[config.mk]
export PLATFORM = sky130hd
export DESIGN_NAME = sha1_stream_padder
export DESIGN_NICKNAME = d
export VERILOG_FILES = /design/src/rtl/sha1_stream_padder.sv
export SDC_FILE = /design/constraint.sdc
export NUM_CORES = 1
export LEC_CHECK = 0
export ABC_AREA = 1
export CORE_UTILIZATION = 47
export DETAILED_ROUTE_END_ITERATION = 16
export GPL_TIMING_DRIVEN = 1
export PLACE_DENSITY = 0.81
export SYNTH_ARGS = -nofsm -noshare
export SYNTH_HDL_FRONTEND = slang
export SYNTH_SLANG_ARGS = --single-unit
export TNS_END_PERCENT = 100
[constraint.sdc]
create_clock -name clk -period 5.3 [get_ports clk]
set_input_delay 0.795 -clock clk [delete_from_list [all_inputs] [get_ports clk]]
set_output_delay 0.795 -clock clk [all_outputs]
set_load 0.02 [all_outputs]
[src/rtl/sha1_stream_padder.sv]
// Packs a byte beat stream big-endian into 32-bit words, adds SHA-1 padding and sequences sha1_exec blocks.
// Latency: accepted beat -> load_in 1 cycle, last load_in -> start 1 cycle; in_ready drops outside FILL.
module sha1_stream_padder #(
    parameter int  IN_BYTES = 4,
    parameter int  LEN_W    = 32,
    localparam int NB_W     = $clog2(IN_BYTES + 1)
) (
    input  logic                    clk,
    input  logic                    reset_n,
    input  logic [8*IN_BYTES-1:0]   in_data,
    input  logic                    in_valid,
    input  logic                    in_last,
    input  logic [NB_W-1:0]         in_nbytes,
    output logic                    in_ready,
    output logic [31:0]             data_in,
    output logic                    load_in,
    output logic                    start,
    output logic                    use_prev_cv,
    output logic [159:0]            cv,
    input  logic                    core_busy,
    output logic                    msg_busy,
    output logic                    digest_valid
);
    typedef enum logic [1:0] {S_FILL, S_PAD, S_START, S_WAIT} state_t;

    state_t             state_q, state_d;
    logic [4:0]         word_cnt_q, word_cnt_d;
    logic [LEN_W-1:0]   byte_cnt_q, byte_cnt_d;
    logic [31:0]        asm_q, asm_d;
    logic [2:0]         asm_cnt_q, asm_cnt_d;
    logic               first_q, first_d;
    logic               pad_pend_q, pad_pend_d;
    logic               spill_q, spill_d;
    logic               done_q, done_d;
    logic               wait1_q, wait1_d;
    logic               busy_q, busy_d;
    logic               load_q, load_d;
    logic [31:0]        data_q, data_d;
    logic               start_q, start_d;
    logic               prev_q, prev_d;
    logic               dig_q, dig_d;

    logic [31:0]        merged, padded;
    logic [63:0]        len64;
    int                 mcnt;

    assign in_ready     = (state_q == S_FILL);
    assign load_in      = load_q;
    assign data_in      = data_q;
    assign start        = start_q;
    assign use_prev_cv  = prev_q;
    assign msg_busy     = busy_q;
    assign digest_valid = dig_q;
    assign cv           = 160'h67452301EFCDAB8998BADCFE10325476C3D2E1F0;
    assign len64        = 64'(byte_cnt_q) << 3;

    // Beat bytes land left-aligned after the bytes already held; padded adds the 0x80 marker after them.
    always_comb begin
        merged = asm_q;
        mcnt   = int'(asm_cnt_q);
        for (int i = 0; i < IN_BYTES; i++) begin
            if (i < int'(in_nbytes) && mcnt < 4) begin
                merged[8*(3-mcnt) +: 8] = in_data[8*(IN_BYTES-1-i) +: 8];
                mcnt = mcnt + 1;
            end
        end
        padded = merged;
        if (mcnt < 4) padded[8*(3-mcnt) +: 8] = 8'h80;
    end

    always_comb begin
        state_d    = state_q;
        word_cnt_d = word_cnt_q;
        byte_cnt_d = byte_cnt_q;
        asm_d      = asm_q;
        asm_cnt_d  = asm_cnt_q;
        first_d    = first_q;
        pad_pend_d = pad_pend_q;
        spill_d    = spill_q;
        done_d     = done_q;
        wait1_d    = 1'b0;
        busy_d     = busy_q;
        load_d     = 1'b0;
        data_d     = 32'h0;
        start_d    = 1'b0;
        prev_d     = 1'b0;
        dig_d      = 1'b0;
        case (state_q)
            S_FILL: begin
                if (in_valid) begin
                    busy_d     = 1'b1;
                    byte_cnt_d = byte_cnt_q + LEN_W'(in_nbytes);
                    if (in_last || mcnt == 4) begin
                        load_d     = 1'b1;
                        asm_d      = 32'h0;
                        asm_cnt_d  = 3'd0;
                        word_cnt_d = word_cnt_q + 5'd1;
                        data_d     = merged;
                        if (word_cnt_q == 5'd15) state_d = S_START;
                        else if (in_last)        state_d = S_PAD;
                    end else begin
                        asm_d     = merged;
                        asm_cnt_d = 3'(mcnt);
                    end
                    if (in_last) begin
                        done_d = 1'b1;
                        // A full final word still owes the 0x80 marker in a word of its own.
                        if (mcnt == 4) pad_pend_d = 1'b1;
                        else begin
                            data_d = padded;
                            if (word_cnt_q >= 5'd14) spill_d = 1'b1;
                        end
                    end
                end
            end
            S_PAD: begin
                load_d     = 1'b1;
                word_cnt_d = word_cnt_q + 5'd1;
                if (pad_pend_q) begin
                    data_d     = 32'h8000_0000;
                    pad_pend_d = 1'b0;
                    if (word_cnt_q >= 5'd14) spill_d = 1'b1;
                end else if (word_cnt_q == 5'd14 && !spill_q) begin
                    data_d = len64[63:32];
                end else if (word_cnt_q == 5'd15 && !spill_q) begin
                    data_d = len64[31:0];
                end
                if (word_cnt_q == 5'd15) state_d = S_START;
            end
            S_START: begin
                start_d    = 1'b1;
                prev_d     = ~first_q;
                first_d    = 1'b0;
                word_cnt_d = 5'd0;
                wait1_d    = 1'b1;
                state_d    = S_WAIT;
            end
            default: begin
                // The start cycle itself is ignored: the core has not yet raised busy.
                if (!wait1_q && !core_busy) begin
                    if (pad_pend_q) begin
                        state_d = S_PAD;
                    end else if (spill_q) begin
                        spill_d = 1'b0;
                        state_d = S_PAD;
                    end else if (!done_q) begin
                        state_d = S_FILL;
                    end else begin
                        dig_d      = 1'b1;
                        byte_cnt_d = '0;
                        first_d    = 1'b1;
                        done_d     = 1'b0;
                        busy_d     = 1'b0;
                        state_d    = S_FILL;
                    end
                end
            end
        endcase
    end

    always_ff @(posedge clk or negedge reset_n) begin
        if (!reset_n) begin
            state_q    <= S_FILL;
            word_cnt_q <= 5'd0;
            byte_cnt_q <= '0;
            asm_q      <= 32'h0;
            asm_cnt_q  <= 3'd0;
            first_q    <= 1'b1;
            pad_pend_q <= 1'b0;
            spill_q    <= 1'b0;
            done_q     <= 1'b0;
            wait1_q    <= 1'b0;
            busy_q     <= 1'b0;
            load_q     <= 1'b0;
            data_q     <= 32'h0;
            start_q    <= 1'b0;
            prev_q     <= 1'b0;
            dig_q      <= 1'b0;
        end else begin
            state_q    <= state_d;
            word_cnt_q <= word_cnt_d;
            byte_cnt_q <= byte_cnt_d;
            asm_q      <= asm_d;
            asm_cnt_q  <= asm_cnt_d;
            first_q    <= first_d;
            pad_pend_q <= pad_pend_d;
            spill_q    <= spill_d;
            done_q     <= done_d;
            wait1_q    <= wait1_d;
            busy_q     <= busy_d;
            load_q     <= load_d;
            data_q     <= data_d;
            start_q    <= start_d;
            prev_q     <= prev_d;
            dig_q      <= dig_d;
        end
    end
endmodule

* Yosys cells after proc, flatten, opt, wreduce, memory -nomap -nowiden
Cells that the tools add are included.
Widths: inputs -> output; s select.
** Storage, ports and cells
- Flip-flop bits (word level) :: 115
- Input port bits :: 40
- Output and inout bits :: 198
- Logic and storage cells :: 185
** Operators by class
- $add $sub $neg :: 16
- Magnitude comparators :: 10
- Equality and inequality tests :: 18
- Shift-type cells :: 10
- Mux-type cells :: 81
- Bitwise gates (word level) :: 4
- Reduce and logical (&&, ||, !) cells :: 31
** Operator list (number)
- $mux 32 :: 21
- $shift 8x33->32 const A :: 5
- $bwmux 32 :: 5
- $neg 32->33 :: 4
- $shiftx 8x33->32 :: 4
- $lt 32x4->1 const B :: 4
- $pmux 32 s2 :: 2
- $sub 3x29->29 const A :: 4
- $add 32x2->32 const B :: 3
- $mux 1 :: 35
- $neg 7->33 :: 1
- $shiftx 8x33->32 const A :: 1
- $add 32x3->32 :: 1
- $eq 32x4->1 const B :: 1
- $pmux 5 s3 :: 1
- $ne 2x2->1 const B :: 7
- $mux 2 :: 6
- $reduce_and 6->1 :: 2
- $eq 5x4->1 const B :: 2
- $mux 5 :: 2
- $pmux 1 s2 :: 5
- $reduce_and 5->1 :: 2
- $reduce_bool 2->1 :: 5
- $ne 2x1->1 const B :: 4
- 27 further kinds :: 43

* Longest topological paths before layout
- Depth in word-level cells :: 21
- Depth in mapped cells :: 42
- Gate-level depth less buffers :: 42

* Worst setup path before layout
No wires, ideal clock.
- Path type :: input port to flip-flop
- Start :: input port in_nbytes[2]
- End :: register data_q[16] (netlist: data_in[16])
- Setup time :: 116 ps
- Arrival time :: 5525 ps
- Data required time :: 5184 ps
- Slack :: -341 ps
- Stages on the path :: 38
- Buffers on the path :: 1
- Path through :: nor2_4 nand2_4 nand2_4 nand2_4 inv_2 ha_1 inv_2 nor2_4 nand3_2 nand2_4 ha_1 inv_1 nor2_1 nand3_4 inv_2 nand3_2 nand2_2 buf_6 [... 2 more ...] nor2_1 nand2_1 nor3_1 nand3_1 nand2_1 nand2_1 nor2_2 ha_1 inv_1 o21ai_0 a21oi_1 nand2_1 a21oi_2 nand2_1 o21ai_2 inv_2 nand2_1 nand2_1
** Between the ends
- Word-level cells in the longest chain between the ends :: 21
- Elaborated cells on any way between the ends :: 51
- Those cells by class :: 11 x add/sub; 8 x order compare; 1 x eq/ne; 8 x shift; 18 x mux; 5 x reduce/logical
** Ends and longest elaborated chain
- start, declared :: line 13 : input logic [NB_W-1:0] in_nbytes,
- $lt 1x3->1 :: line 62 : if (i < int'(in_nbytes) && mcnt < 4) begin
- $logic_and 1x1->1 :: line 62
- $mux 4 :: line 62
- $lt 32x4->1 :: line 62
- $logic_and 1x1->1 :: line 62
- $mux 32 :: line 62
- $lt 32x4->1 :: line 62
- $logic_and 1x1->1 :: line 62
- [... 6 more ...]
- $shiftx 8x33->32 or $shift 8x33->32 (tied branches) :: line 68 : if (mcnt < 4) padded[8*(3-mcnt) +: 8] = 8'h80;
- $bwmux 32 :: line 68
- $mux 32 :: line 68
- $mux 32 :: line 108 : if (mcnt == 4) pad_pend_d = 1'b1;
- $mux 32 (*) :: line 105 : if (in_last) begin
- $mux 32 (*) :: line 90 : if (in_valid) begin
- $pmux 32 s2 (*) :: line 88 : case (state_q)
- via data_d[16] :: line 38 : logic [31:0] data_q, data_d;
- end signal, assigned :: line 192 : data_q <= data_d;
- end, declared :: line 38
The timed path passes the listed nets; every way through them passes the cells marked *.
A chain may end at the register's enable or synchronous reset.

* Worst setup path after layout
- Start :: register asm_cnt_q[1]
- End :: register data_q[12] (netlist: data_in[12])
** Between the ends
- Word-level cells in the longest chain between the ends :: 21
- Elaborated cells on any way between the ends :: 54
- Those cells by class :: 14 x add/sub; 5 x order compare; 1 x eq/ne; 10 x shift; 19 x mux; 5 x reduce/logical
** Ends and longest elaborated chain
- start, declared :: line 30 : logic [2:0] asm_cnt_q, asm_cnt_d;
- start signal, assigned :: line 184 : asm_cnt_q <= asm_cnt_d;
- $lt 3x3->1 :: line 62
- $logic_and 1x1->1 :: line 62
- $mux 4 :: line 62
- $lt 32x4->1 :: line 62
- $logic_and 1x1->1 :: line 62
- $mux 32 :: line 62
- $lt 32x4->1 :: line 62
- $logic_and 1x1->1 :: line 62
- [... 6 more ...]
- $shiftx 8x33->32 or $shift 8x33->32 (tied branches) :: line 68
- $bwmux 32 :: line 68
- $mux 32 :: line 68
- $mux 32 :: line 108
- $mux 32 (*) :: line 105
- $mux 32 (*) :: line 90
- $pmux 32 s2 (*) :: line 88
- via data_d[12] :: line 38
Marked as above.

==> impl_metrics.csv <==
group,metric,value,unit
clock_tree,tritoncts,"yes",
power_and_ir_drop,power_density,749,nW/um^2
floorplan,num_io_pins,238,
placed_design,gp_congestion,1.02,
route,via_count,10399,
synth,synth_flop_cell,"dfrtp_1",
sta,fin_crit_sh,0.930,
sta,maxSlewViolCount,0,
critical_path,worstSetupPathType,"register to register",
critical_path,path_common_cell,"inv_2",
synth,synth-edff-count,0,
finish,drive_gt1_frac,0.144,
placed_design,io_buffers,77,
route,viasPerCell,5.28,
global_route,grt_max_degree,65,
sta,worst_clock_skew,0.00881,ns
floorplan,core-area,21100,sq um
synth,seq_area_frac_synth,0.284,
synth,synth_area,10100,sq um
floorplan,initial_core_util,0.481,
finish,area_growth,20.5,%
finish,mostFrequentLayoutCell,"nand2_1",
critical_path,cp_max_fo,7,
global_route,track_usage,0.285,
synth,synth_top_area_frac,0.281,
critical_path,startpoint,"asm_cnt_q[1]",
synth,ys_seq_elements,115,
power_and_ir_drop,leakage,6.18,nW
global_route,antenna_found_initial,0,
synth,postSynthAreaPerCell,6.78,sq um
global_route,grt_overflow,0,
sta,finalHoldWorstSlack,0.413,ns
placed_design,dp.cells,1933,
finish,final_nets,1759,
critical_path,r2r-start,"asm_cnt_q[1]",
critical_path,arrival,5.23,ns
critical_path,start_kind,"register",
clock_tree,clk_pin_slew,0.06,ns
job,maxCapViolCount,0,
clock_tree,numCtsBuffers,17,
route,drtIter0Drc,905,
floorplan,die_w,149,microns
clock_tree,cts_buffer_depth,2,
floorplan,die_h,149,microns
sta,fmax,203,MHz
sta,tightest_slew,0.909,ns
sta,hold_viol_final,0,
floorplan,die-area,22200,sq um
global_route,grt_pass1_wl,48800,microns
clock_tree,clock_latency,0.43,ns
clock_tree,root_buffer,"clkbuf_16",
critical_path,worstPathRequired,5.60,ns
route,met2_wirelength,14900,microns
route,top_layer_used,"met4",
critical_path,cp_slowest_cell,"dfrtp_1",
synth,synth_area_leader_cell,"dfrtp_1",
route,antenna_left,0,
global_route,grt_pass1_vias,9442,
synth,ys_warn_count,0,
worst_hold_path,min_path_type,"input pin to asynchronous set/reset pin",
route,dr_wl_met3,2340,microns
floorplan,core.rowCount,53,
sta,layout_min_cycle_time,4.93,ns
placed_design,dpl.hpwl,24300,microns
clock_tree,htreeDepth,4,
synth,yosysUniqueCellTypes,52,
synth,synth.area.top_cells,"dfrtp_1, nand2_1, buf_4, inv_1, o21ai_0",
finish,antenna_cells,0,
route,drt-total-wl,31400,microns
power_and_ir_drop,ir_worst_vdd,0.478,mV
route,wl_met1,13000,microns
critical_path,worst_path_largest_cell_delay,0.41,ns
clock_tree,cts_sinks,115,
finish,fin_util,0.579,
critical_path,worst_setup_path_end_kind,"register",
synth,synthCells,1496,
clock_tree,ctsHoldBuffers,0,
sta,setup_viol,0,
route,dr.pass1.iters,5,
route,wl_per_cell,15.9,microns
sta,relSlewSlack,0.392,
synth,synthArstFlopShare,1.00,
run_status,status,"completed",
route,drc,0,
finish,final_cell_mix,"nand2_1, conb_1, inv_1, buf_4, dfrtp_1",
finish,fin_cells,1971,
per-layer routing:
metal,vias up,global-route usage
li1,4955,-
met1,4810,0.368
met2,553,0.483
met3,81,0.0321
met4,0,0.115
met5,-,0
Yosys cell counts, types with 3 or more instances:
master    count
nor4_1       10
nor2_8        3
o211ai_1     21
buf_4       160
nand2_1     416
nand2_2      10
nor2_1      102
o32ai_1       5
nand2_4      11
nor3_4        3
nor2_2        3
nand4_1      24
o21ai_0     100
xor2_1        3
nand3_2       8
nor2_4        4
o21ai_1      35
mux2i_1       3
clkbuf_1     24
a21oi_1      25
ha_1         34
nor3_1       41
o22ai_1      19
o21bai_1      4
dfrtp_1     114
buf_2         4
nand3_1      91
inv_1       158
nand3b_1      6
a31oi_1       5
nand3_4       4
inv_2        11
o31ai_1      10
critical path: cells and delay by family (launching register included):
family	cells	cell delay, ns
flip-flops	1	0.41
buffers and inverters	12	0.77
AND/OR/NAND/NOR	21	2.00
adder cells (fa/ha/maj)	6	1.18
AO/OA/AOI/OAI	3	0.41
state kept, by name, summed over array words and instances (netlist names):
register      count
pad_pend_q        1
first_q           1
byte_cnt_q       32
digest_valid      1
asm_q            32
use_prev_cv       1
msg_busy          1
state_q           2
load_in           1
data_in          32
asm_cnt_q         3
word_cnt_q        5
spill_q           1
done_q            1
start             1
report_power, final:
group | internal, W | total (W) | leakage (nW) | switching [W]
logic | 0.00241 | 0.00657 | 4.30 | 0.00417
clock network | 0.000858 | 0.00129 | 0.320 | 0.000433
registers | 0.00110 | 0.00128 | 1.56 | 0.000184
cell type report:
| type | instances | area, sq um |
|---|---|---|
| repair buffers | 198 | 1680 |
| well taps | 275 | 344 |
| multi-input cells | 1180 | 6000 |
| clock buffers | 19 | 453 |
| flip-flops and latches | 115 | 2880 |
| clock inverters | 12 | 203 |
| inverters | 172 | 648 |
| fillers | 1943 | 8880 |
final timing paths:
| kind | slack (ns) | cells after the start | to |
|---|---|---|---|
| min in group clk | 0.49 | 2 | asm_q[8] |
| hold / removal | 0.41 | 1 | data_in[6] |
| setup / recovery | 0.37 | 42 | data_in[12] |
| setup reg to reg | 0.37 | 42 | data_in[12] |
| hold reg to reg | 0.49 | 2 | asm_q[8] |
| max in group asynchronous | 3.58 | 2 | byte_cnt_q[17] |
metrics by stage:
stage	setup WS [ns]	TNS, ns	power (W)	instance area, sq um
floorplan	0.0126	0	0.00534	10800
global placement	-0.108	-3.45	0.00742	11400
detailed placement	-0.303	-12.95	0.00750	11400
CTS	0.0830	0	0.00884	12100
global route	-0.0184	-0.107	0.00982	12200
finish	0.373	0	0.00915	12200
cells by family (layout without fill, tap and decap cells):
logic type	Yosys count	after routing	share of synthesized area
AND/OR/NAND/NOR	740	740	0.336
buffers and inverters	363	401	0.196
XOR/XNOR	4	4	0.00346
flip-flops	115	115	0.284
adder cells (fa/ha/maj)	35	35	0.0439
AO/OA/AOI/OAI	234	234	0.133
other	2	164	0.000741
multiplexers	3	3	0.00296
repair_timing:
action,4_1_cts,5_1_grt
endpoints found under the setup margin,0,70
gates resized for setup,0,29
setup buffers,0,7
Note: power is estimated with default switching activity, not from simulation.
